$ cat src/rtl/ifetch_queue_pkg.sv
// ifetch_queue shared types: FSM state, FIFO entry, boot PC.
// Optional feature macro: IFQ_BYPASS_EN (see ifetch_queue.sv).
package ifq_pkg;

  typedef enum logic [1:0] {
    IDLE,
    WAIT_GNT,
    WAIT_RSP,
    DROP
  } ifq_state_t;

  typedef struct packed {
    logic [31:0] pc;
    logic [31:0] instr;
  } ifq_entry_t;

  localparam logic [31:0] IFQ_BOOT_PC = 32'h0000_3000;

endpackage

$ cat src/rtl/ifetch_queue_if.sv
// ifetch_queue bundle: PC control, imem bus, instruction output.
// master = the fetch queue, slave = PC reg / memory / decoder side.
interface ifetch_queue_if;
  logic [31:0] pc_i;
  logic        pc_en_o;
  logic        imem_req_o;
  logic [31:0] imem_addr_o;
  logic        imem_gnt_i;
  logic        imem_rvalid_i;
  logic [31:0] imem_rdata_i;
  logic        redirect_i;
  logic        instr_valid_o;
  logic [31:0] instr_o;
  logic [31:0] instr_pc_o;
  logic        instr_ready_i;

  modport master (
    input  pc_i, imem_gnt_i, imem_rvalid_i,
    input  imem_rdata_i, redirect_i, instr_ready_i,
    output pc_en_o, imem_req_o, imem_addr_o,
    output instr_valid_o, instr_o, instr_pc_o
  );

  modport slave (
    output pc_i, imem_gnt_i, imem_rvalid_i,
    output imem_rdata_i, redirect_i, instr_ready_i,
    input  pc_en_o, imem_req_o, imem_addr_o,
    input  instr_valid_o, instr_o, instr_pc_o
  );
endinterface

$ cat src/rtl/ifetch_queue_fifo.sv
// ifq_fifo: instruction entry FIFO with push/pop/flush.
// DEPTH must be a power of two so pointers wrap naturally.
module ifq_fifo
  import ifq_pkg::*;
#(
  parameter int DEPTH = 4
) (
  input  logic                     clk,
  input  logic                     reset,
  input  logic                     flush,
  input  logic                     push,
  input  ifq_entry_t               wdata,
  input  logic                     pop,
  output ifq_entry_t               rdata,
  output logic [$clog2(DEPTH):0]   count,
  output logic                     empty
);
  localparam int AW = $clog2(DEPTH);
  localparam int CW = AW + 1;

  ifq_entry_t     mem [DEPTH];
  logic [AW-1:0]  wr_ptr;
  logic [AW-1:0]  rd_ptr;
  logic           pop_ok;

  assign empty  = count == '0;
  assign pop_ok = pop && !empty;
  assign rdata  = mem[rd_ptr];

  // pointers and occupancy; flush wins over push/pop
  always_ff @(posedge clk or posedge reset) begin
    if (reset) begin
      wr_ptr <= '0;
      rd_ptr <= '0;
      count  <= '0;
    end else if (flush) begin
      wr_ptr <= '0;
      rd_ptr <= '0;
      count  <= '0;
    end else begin
      wr_ptr <= wr_ptr + AW'(push);
      rd_ptr <= rd_ptr + AW'(pop_ok);
      count  <= count + CW'(push) - CW'(pop_ok);
    end
  end

  // entry storage, no reset needed
  always_ff @(posedge clk) begin
    if (push && !flush) mem[wr_ptr] <= wdata;
  end
endmodule

$ cat src/rtl/ifetch_queue.sv
// ifetch_queue: single-outstanding imem fetcher feeding a FIFO.
// `define IFQ_BYPASS_EN forwards a response straight to an empty output.
module ifetch_queue
  import ifq_pkg::*;
#(
  parameter int          DEPTH   = 4,
  parameter logic [31:0] BOOT_PC = IFQ_BOOT_PC
) (
  input  logic           clk,
  input  logic           reset,
  ifetch_queue_if.master bus
);
  localparam int CW = $clog2(DEPTH) + 1;

  ifq_state_t     state;
  logic           kill;
  logic           pending;
  logic           req_q;
  logic [31:0]    addr_q;
  logic           rsp_ok;
  logic           bypass;
  logic           push;
  logic           pop;
  logic           empty;
  logic           has_room;
  logic [CW-1:0]  count;
  logic [CW-1:0]  cnt_nxt;
  ifq_entry_t     head;
  ifq_entry_t     wdata;

  assign rsp_ok = state == WAIT_RSP && bus.imem_rvalid_i
                  && !bus.redirect_i;
`ifdef IFQ_BYPASS_EN
  assign bypass = rsp_ok && empty;
`else
  assign bypass = 1'b0;
`endif
  assign pop   = bus.instr_ready_i && !empty;
  assign push  = rsp_ok && !(bypass && bus.instr_ready_i);
  assign wdata = {addr_q, bus.imem_rdata_i};

  assign cnt_nxt  = count + CW'(push) - CW'(pop);
  assign has_room = ({1'b0, count} + (CW+1)'(pending))
                    < (CW+1)'(DEPTH);

  assign bus.imem_req_o  = req_q;
  assign bus.imem_addr_o = addr_q;
  assign bus.pc_en_o     = state == WAIT_GNT && bus.imem_gnt_i
                           && !kill && !bus.redirect_i;

  assign bus.instr_valid_o = !empty || bypass;
  assign bus.instr_o    = bypass ? bus.imem_rdata_i
                        : empty  ? 32'h0 : head.instr;
  assign bus.instr_pc_o = bypass ? addr_q
                        : empty  ? BOOT_PC : head.pc;

  ifq_fifo #(.DEPTH(DEPTH)) u_fifo (
    .clk   (clk),
    .reset (reset),
    .flush (bus.redirect_i),
    .push  (push),
    .wdata (wdata),
    .pop   (pop),
    .rdata (head),
    .count (count),
    .empty (empty)
  );

  // fetch FSM: issue, wait grant, wait response, drop stale response
  always_ff @(posedge clk or posedge reset) begin
    if (reset) begin
      state   <= IDLE;
      kill    <= 1'b0;
      pending <= 1'b0;
      req_q   <= 1'b0;
      addr_q  <= '0;
    end else begin
      unique case (state)
        IDLE: begin
          if (!bus.redirect_i && has_room) begin
            state  <= WAIT_GNT;
            req_q  <= 1'b1;
            addr_q <= {bus.pc_i[31:2], 2'b00};
          end
        end
        WAIT_GNT: begin
          if (bus.imem_gnt_i) begin
            req_q <= 1'b0;
            kill  <= 1'b0;
            if (kill || bus.redirect_i) begin
              state <= DROP;
            end else begin
              state   <= WAIT_RSP;
              pending <= 1'b1;
            end
          end else if (bus.redirect_i) begin
            kill <= 1'b1;
          end
        end
        WAIT_RSP: begin
          if (bus.redirect_i) begin
            pending <= 1'b0;
            state   <= bus.imem_rvalid_i ? IDLE : DROP;
          end else if (bus.imem_rvalid_i) begin
            pending <= 1'b0;
            if (cnt_nxt < CW'(DEPTH)) begin
              state  <= WAIT_GNT;
              req_q  <= 1'b1;
              addr_q <= {bus.pc_i[31:2], 2'b00};
            end else begin
              state <= IDLE;
            end
          end
        end
        DROP: begin
          if (bus.imem_rvalid_i) state <= IDLE;
        end
        default: state <= IDLE;
      endcase
    end
  end
endmodule

$ cat src/flat_wrapper.sv
// flat-port wrapper written by rule: the top's interface ports become plain ports
module ifetch_queue_flat import ifq_pkg::*;
#(
  parameter int          DEPTH   = 4,
  parameter logic [31:0] BOOT_PC = IFQ_BOOT_PC
)
  (clk, reset, bus_pc_i, bus_imem_gnt_i, bus_imem_rvalid_i, bus_imem_rdata_i, bus_redirect_i, bus_instr_ready_i, bus_pc_en_o, bus_imem_req_o, bus_imem_addr_o, bus_instr_valid_o, bus_instr_o, bus_instr_pc_o);
  ifetch_queue_if bus_i ();
  input  logic clk;
  input  logic reset;
  input wire logic [$bits(bus_i.pc_i)-1:0] bus_pc_i;
  input wire logic [$bits(bus_i.imem_gnt_i)-1:0] bus_imem_gnt_i;
  input wire logic [$bits(bus_i.imem_rvalid_i)-1:0] bus_imem_rvalid_i;
  input wire logic [$bits(bus_i.imem_rdata_i)-1:0] bus_imem_rdata_i;
  input wire logic [$bits(bus_i.redirect_i)-1:0] bus_redirect_i;
  input wire logic [$bits(bus_i.instr_ready_i)-1:0] bus_instr_ready_i;
  output wire logic [$bits(bus_i.pc_en_o)-1:0] bus_pc_en_o;
  output wire logic [$bits(bus_i.imem_req_o)-1:0] bus_imem_req_o;
  output wire logic [$bits(bus_i.imem_addr_o)-1:0] bus_imem_addr_o;
  output wire logic [$bits(bus_i.instr_valid_o)-1:0] bus_instr_valid_o;
  output wire logic [$bits(bus_i.instr_o)-1:0] bus_instr_o;
  output wire logic [$bits(bus_i.instr_pc_o)-1:0] bus_instr_pc_o;
  assign bus_i.pc_i = bus_pc_i;
  assign bus_i.imem_gnt_i = bus_imem_gnt_i;
  assign bus_i.imem_rvalid_i = bus_imem_rvalid_i;
  assign bus_i.imem_rdata_i = bus_imem_rdata_i;
  assign bus_i.redirect_i = bus_redirect_i;
  assign bus_i.instr_ready_i = bus_instr_ready_i;
  assign bus_pc_en_o = bus_i.pc_en_o;
  assign bus_imem_req_o = bus_i.imem_req_o;
  assign bus_imem_addr_o = bus_i.imem_addr_o;
  assign bus_instr_valid_o = bus_i.instr_valid_o;
  assign bus_instr_o = bus_i.instr_o;
  assign bus_instr_pc_o = bus_i.instr_pc_o;
  ifetch_queue #(.DEPTH(DEPTH), .BOOT_PC(BOOT_PC)) u_core (.clk(clk), .reset(reset), .bus(bus_i));
endmodule
$ cat config.mk
export PLATFORM = sky130hd
export DESIGN_NAME = ifetch_queue_flat
export DESIGN_NICKNAME = d
export VERILOG_FILES = /design/src/rtl/ifetch_queue_pkg.sv /design/src/rtl/ifetch_queue_if.sv /design/src/rtl/ifetch_queue_fifo.sv /design/src/rtl/ifetch_queue.sv /design/src/flat_wrapper.sv
export SDC_FILE = /design/constraint.sdc
export NUM_CORES = 1
export LEC_CHECK = 0
export ABC_AREA = 1
export BUFFER_PORTS_ARGS = -buffer_cell sky130_fd_sc_hd__buf_2
export CORE_AREA = 5 5 201 164
export CTS_CLUSTER_DIAMETER = 150
export DETAILED_ROUTE_END_ITERATION = 7
export DIE_AREA = 0 0 206 169
export GPL_ROUTABILITY_DRIVEN = 0
export MAX_ROUTING_LAYER = met4
export REMOVE_ABC_BUFFERS = 1
export SETUP_SLACK_MARGIN = 0.1
export SYNTH_ARGS = -nofsm -noshare
export SYNTH_HDL_FRONTEND = slang
export SYNTH_SLANG_ARGS = --single-unit
$ cat constraint.sdc
create_clock -name clk -period 8.85 [get_ports clk]
set_clock_uncertainty 0.1 [all_clocks]
set_input_delay 1.3275 -clock clk [delete_from_list [all_inputs] [get_ports clk]]
set_output_delay 1.3275 -clock clk [all_outputs]
set_load 0.01 [all_outputs]
Word level (Yosys, flattened, before mapping)
Memory sizes are Yosys's and may differ from the RTL's.
Index checks and enable logic that the tools add are counted.
{"block": "classes", "addsub": 6, "multipliers": 0, "div_mod_pow": 0, "order_cmp": 2, "eq_ne": 11, "shifts": 0, "mux": 34, "bitwise": 0, "n_reduce_logical": 24}
{"operator": "32-bit two-way mux", "count": 6}
{"operator": "32-bit one-hot mux with 2 select lines", "count": 1}
{"operator": "2-bit two-way mux", "count": 8}
{"operator": "1-bit two-way mux", "count": 15}
{"operator": "2-bit != test (second input constant)", "count": 6}
{"operator": "1-bit logical AND", "count": 9}
{"operator": "2-bit one-hot mux with 4 select lines", "count": 1}
{"operator": "4-bit AND reduction", "count": 2}
{"operator": "6-bit AND reduction", "count": 1}
{"operator": "2-bit nonzero test", "count": 3}
{"operator": "3-bit by 1-bit subtractor with 3-bit output", "count": 2}
{"operator": "5-bit AND reduction", "count": 1}
{"operator": "2-bit by 1-bit adder with 2-bit output", "count": 2}
{"operator": "3-bit by 1-bit adder with 4-bit output", "count": 1}
{"operator": "2-bit == test (second input constant)", "count": 2}
{"operator": "4-bit by 3-bit less-than comparator with 1-bit output (second input constant)", "count": 1}
{"operator": "3-bit by 1-bit adder with 3-bit output", "count": 1}
{"operator": "1-bit zero test", "count": 3}
{"operator": "3-bit zero test", "count": 1}
{"operator": "3-bit less-than comparator (second input constant)", "count": 1}
{"operator": "3-bit two-way mux", "count": 1}
{"operator": "3-bit != test (second input constant)", "count": 1}
{"operator": "1-bit one-hot mux with 3 select lines", "count": 1}
{"operator": "3-bit nonzero test", "count": 1}
{"operator": "6 further kinds", "count": 6}
{"block": "totals", "ff_bits": 44, "latchBits": 0, "ramBits": 256, "rom_bits": 0, "inputBits": 70, "word_cells": 86, "memories": 1}
{"name": "u_core.u_fifo.mem", "words": 4, "width": 64, "read_ports": 1, "rd_ports_with_merged_regs": 0, "write_ports": 1, "line_no": "ifetch_queue_fifo.sv:21", "rtl": "ifq_entry_t mem [DEPTH];"}

Longest topological paths before layout
{"block": "depth", "ltp_word": 10, "mapped_depth": 18}

By module
A second synthesis with hierarchy kept.
{"block": "unflattened", "hier_cells": 1140, "area_unflattened_um2": 12615.8}
{"mod": "ifq_fifo", "instances": 1, "cells_per_inst": 792, "area_per_inst_um2": 10367.4}
{"mod": "ifetch_queue", "instances": 1, "cells_per_inst": 348, "area_per_inst_um2": 2248.4}

Worst setup path before layout
No wires, ideal clock.
{"block": "synth_path", "kind": "in2reg", "from": "input bus_redirect_i", "to": "memory u_core.u_fifo.mem[1][0] (netlist bit), enable pin", "setup_ps": 482, "arrival_time_ps": 4426, "required_time_ps": 8268, "slack_ps": 3841, "stages": 4, "cell_sequence": "buf_6 > nor3_4 > nand2_1 > nor2_1"}
{"block": "synth_between", "elab_chain_len": 5}
{"element": "start: declaration", "line_no": "flat_wrapper.sv:15", "rtl": "input wire logic [$bits(bus_i.redirect_i)-1:0] bus_redirect_i;"}
{"element": "1-bit zero test *", "line_no": "ifetch_queue_fifo.sv:49, ifetch_queue.sv:32"}
{"element": "1-bit logical AND", "line_no": "ifetch_queue.sv:32", "rtl": "&& !bus.redirect_i;"}
{"element": "1-bit logical AND *", "line_no": "ifetch_queue_fifo.sv:49", "rtl": "if (push && !flush) mem[wr_ptr] <= wdata;"}
{"element": "1-bit two-way mux *", "line_no": "ifetch_queue_fifo.sv:49"}
{"element": "1-bit two-way mux (implied by the code) *", "line_no": "ifetch_queue_fifo.sv:49"}
{"element": "end: declaration", "line_no": "ifetch_queue_fifo.sv:21"}
Mark *: on every way between the ends. The rest lies on a longest branch, timed or not.

Worst setup path after layout
{"block": "layout_path", "from": "register u_core.u_fifo.rd_ptr[0]", "to": "output bus_instr_pc_o[12]"}
{"block": "layout_between", "elab_chain_len": 2}
{"element": "start: declaration", "line_no": "ifetch_queue_fifo.sv:23", "rtl": "logic [AW-1:0] rd_ptr;"}
{"element": "start signal: assignment", "line_no": "ifetch_queue_fifo.sv:42", "rtl": "rd_ptr <= rd_ptr + AW'(pop_ok);"}
{"element": "memory 4 x 64 bit"}
{"element": "32-bit two-way mux", "line_no": "ifetch_queue.sv:55", "rtl": ": empty ? BOOT_PC : head.pc;"}
{"element": "end: declaration", "line_no": "flat_wrapper.sv:22", "rtl": "output wire logic [$bits(bus_i.instr_pc_o)-1:0] bus_instr_pc_o;"}
No other way between the ends.

==> flow_metrics.env <==
export IMPL_p_leak_nw=5.30
export IMPL_netSwitchingFraction_pct=34.6
export IMPL_endpoint_kind="output port"
export IMPL_port_buffers=162
export IMPL_pwr_share_clk_pct=29.5
export IMPL_grt_pass1_wl_mm=41.4
export IMPL_htree_levels=1
export IMPL_synthAdderAreaFrac_pct=0.544
export IMPL_clk_latency_ns=0.56
export IMPL_worstReg2RegEnd="u_core.bus.imem_addr_o[27]"
export IMPL_most_common_layout_cells="nor2_1, edfxtp_1, buf_2, o21ai_0, nand2_1"
export IMPL_area_delta_synth_final_pct=18.7
export IMPL_power_density_nw_per_um2=318
export IMPL_crit_type="reg2out"
export IMPL_mostFrequentLayoutCell="nor2_1"
export IMPL_cp_start_kind="flip-flop"
export IMPL_synth_main_ff_cell="edfxtp_1"
export IMPL_cts_setup_buffers=0
export IMPL_seq_power_share_pct=42.3
export IMPL_drive_above_1_share_pct=21.2
export IMPL_fill_cells=2812
export IMPL_cts_tree="built"
export IMPL_hold_class="reg2reg"
export IMPL_min_period_ns=5.07
export IMPL_regArea_um2=8500
export IMPL_synth_top_family_by_area="simple AND/OR/NAND/NOR gates"
export IMPL_outcome="finished clean"
export IMPL_critPathCapture="bus_instr_pc_o[12]"
export IMPL_grt_pass1_vias=7293
export IMPL_multiInputGateArea_um2=2650
export IMPL_relSlewSlack_pct=30.7
export IMPL_drt_iter0_drc=534
export IMPL_numCtsBuffers=30
export IMPL_tightest_slew_ns=1.04
export IMPL_synth_mux_area_share_pct=0
export IMPL_cts_buffer_depth=3
export IMPL_cts_hold_buf=0
export IMPL_r2r_cells=14
export IMPL_crit_arrival_ns=3.64
export IMPL_synth_edf_count=248
export IMPL_synthCells=963
export IMPL_avgSynthCellArea_um2=11.9
export IMPL_die_h_um=169
export IMPL_crit_fanout=68
export IMPL_yosysSeqAreaShare_pct=73.9
export IMPL_p_switching_mw=1.51
export IMPL_root_buffer="clkbuf_16"
export IMPL_io_pins=169
export IMPL_rrSetupSlack_ns=5.78
export IMPL_grt_max_degree=69
export IMPL_timing_hold_ws_ns=0.385
export IMPL_p_int_mw=2.84
export IMPL_yosysWarnings=0
export IMPL_cts_sinks=290
export IMPL_ys_types=26
export IMPL_initial_core_util_pct=37.3
export IMPL_drc=0
export IMPL_finalCritPeriodShare_pct=57.2
export IMPL_cp_required_ns=7.42
export IMPL_drv_cap=0
export IMPL_antenna_found_initial=1
export IMPL_row_count=58
export IMPL_ant_nets=0
export IMPL_ys_ff_latch=290
export IMPL_synth_xor_area_share_pct=0
export IMPL_r2r_start="u_core.u_fifo.count[2]"
export IMPL_wl_mm=26.7
export IMPL_startpoint="u_core.u_fifo.rd_ptr[0]"
export IMPL_route_vias_total=7374
export IMPL_hp_start="u_core.bus.imem_req_o"
export IMPL_fin_tns_setup_ns=0
export IMPL_synth_compound_area_share_pct=8.70
export IMPL_overflow=0
export IMPL_dr_pass1_iters=5
export IMPL_fmax_mhz=197
export IMPL_grt_util_all_layers_pct=15.5
export IMPL_synthesis_area_um2=11500
export IMPL_dieArea_um2=34800
export IMPL_avgRoutedWirePerCell_um=17.1
export IMPL_synth_simple_area_share_pct=13.4
export IMPL_routed_via_density=4.74
export IMPL_dp_hpwl_mm=14.7
export IMPL_rsz0062_at_grt="no"
export IMPL_total_power_mw=4.35
export IMPL_irDropWorstVdd_uv=159
export IMPL_clk_pin_slew_ns=0.06
export IMPL_drv_slew=0
export IMPL_post_cts_resized=0
export IMPL_async_reset_ff_share_pct=14.5
export IMPL_placeableCoreArea_um2=30800
export IMPL_finalHoldViolations=0
export IMPL_nNetsFinal=1186
export IMPL_p_comb_share_pct=28.2
export IMPL_die_x_um=206
export IMPL_setup_viol=0
[flip-flops by register name, summed over array words and instances (netlist names)]
name                    flops
u_core.bus.imem_addr_o     30
u_core.u_fifo.wr_ptr        2
u_core.pending              1
u_core.bus.imem_req_o       1
u_core.u_fifo.mem         248
u_core.u_fifo.count         3
u_core.state                2
u_core.kill                 1
u_core.u_fifo.rd_ptr        2
[how the worst min path moves through the flow]
stage                       endpoint  slack [ns]  depth (start not counted)
6_report       u_core.bus.imem_req_o        0.38                          2
5_1_grt        u_core.bus.imem_req_o        0.43                          2
4_1_cts        u_core.bus.imem_req_o        0.38                          2
3_5_place_dp   u_core.bus.imem_req_o        0.37                          2
3_3_place_gp   u_core.bus.imem_req_o        0.36                          2
2_1_floorplan         u_core.pending        0.40                          2
[power by group through the flow]
| stage | Combinational [mW] | Clock (mW) | Sequential, mW |
|---|---|---|---|
| 3_3_place_gp | 1.25 | 0 | 1.86 |
| 6_report | 1.23 | 1.28 | 1.84 |
| 4_1_cts | 1.26 | 1.32 | 1.84 |
| 3_5_place_dp | 1.26 | 0 | 1.87 |
| 5_1_grt | 1.39 | 1.37 | 1.86 |
| 2_1_floorplan | 0.658 | 0 | 1.87 |
[metrics by stage]
step | instances | util [%] | setup slack (ns) | cell area [um2]
2_1_floorplan | 908 | - | 3.42 | 11200
4_1_cts | 1555 | 44.3 | 3.64 | 13700
3_3_place_gp | 1499 | 41.0 | 4.31 | 12600
5_1_grt | 1556 | 44.3 | 3.32 | 13700
6_report | 1557 | 44.3 | 3.78 | 13700
3_5_place_dp | 1499 | 41.0 | 4.24 | 12600
[cell type report]
type	count	area share, %
Sequential cell	290	62.3
Multi-Input combinational cell	597	19.4
Timing Repair Buffer	171	6.43
Clock buffer	45	6.13
Tap cell	420	3.85
Clock inverter	11	1.29
Inverter	21	0.605
Antenna cell	2	0.0366
[kinds of logic after synthesis]
| logic type | after synthesis |
|---|---|
| AND/OR/NAND/NOR | 390 |
| other | 1 |
| flip-flops | 290 |
| AO/OA/AOI/OAI | 198 |
| buffers and inverters | 79 |
| adder cells (fa/ha/maj) | 5 |
[Yosys cell counts (all sizes together), types with 2 or more instances]
cell	number	area share, %
ha	5	0.54
nor3	2	0.23
a21oi	67	2.9
nand2	116	4.1
dfrtp	42	9.1
clkbuf	26	0.91
nor2	264	8.6
buf	32	1.9
o311ai	2	0.15
nand3	6	0.26
inv	21	0.71
edfxtp	248	65
o21ai	128	5.6
[critical path, stage by stage (launching register included)]
cell	delay, ns
dfrtp_4	0.97
clkinv_2	0.83
buf_4	0.59
nor2_1	0.17
nor2_1	0.05
o21ai_0	0.09
o311ai_0	0.15
buf_2	0.19
[routing by layer]
metal | wire length (um) | GRT usage [%]
met1 | 12300 | 21.2
met2 | 12200 | 24.7
met3 | 1510 | 2.74
met4 | 598 | 3.47
met5 | 0 | -
Note: power is estimated with default switching activity, not from simulation.
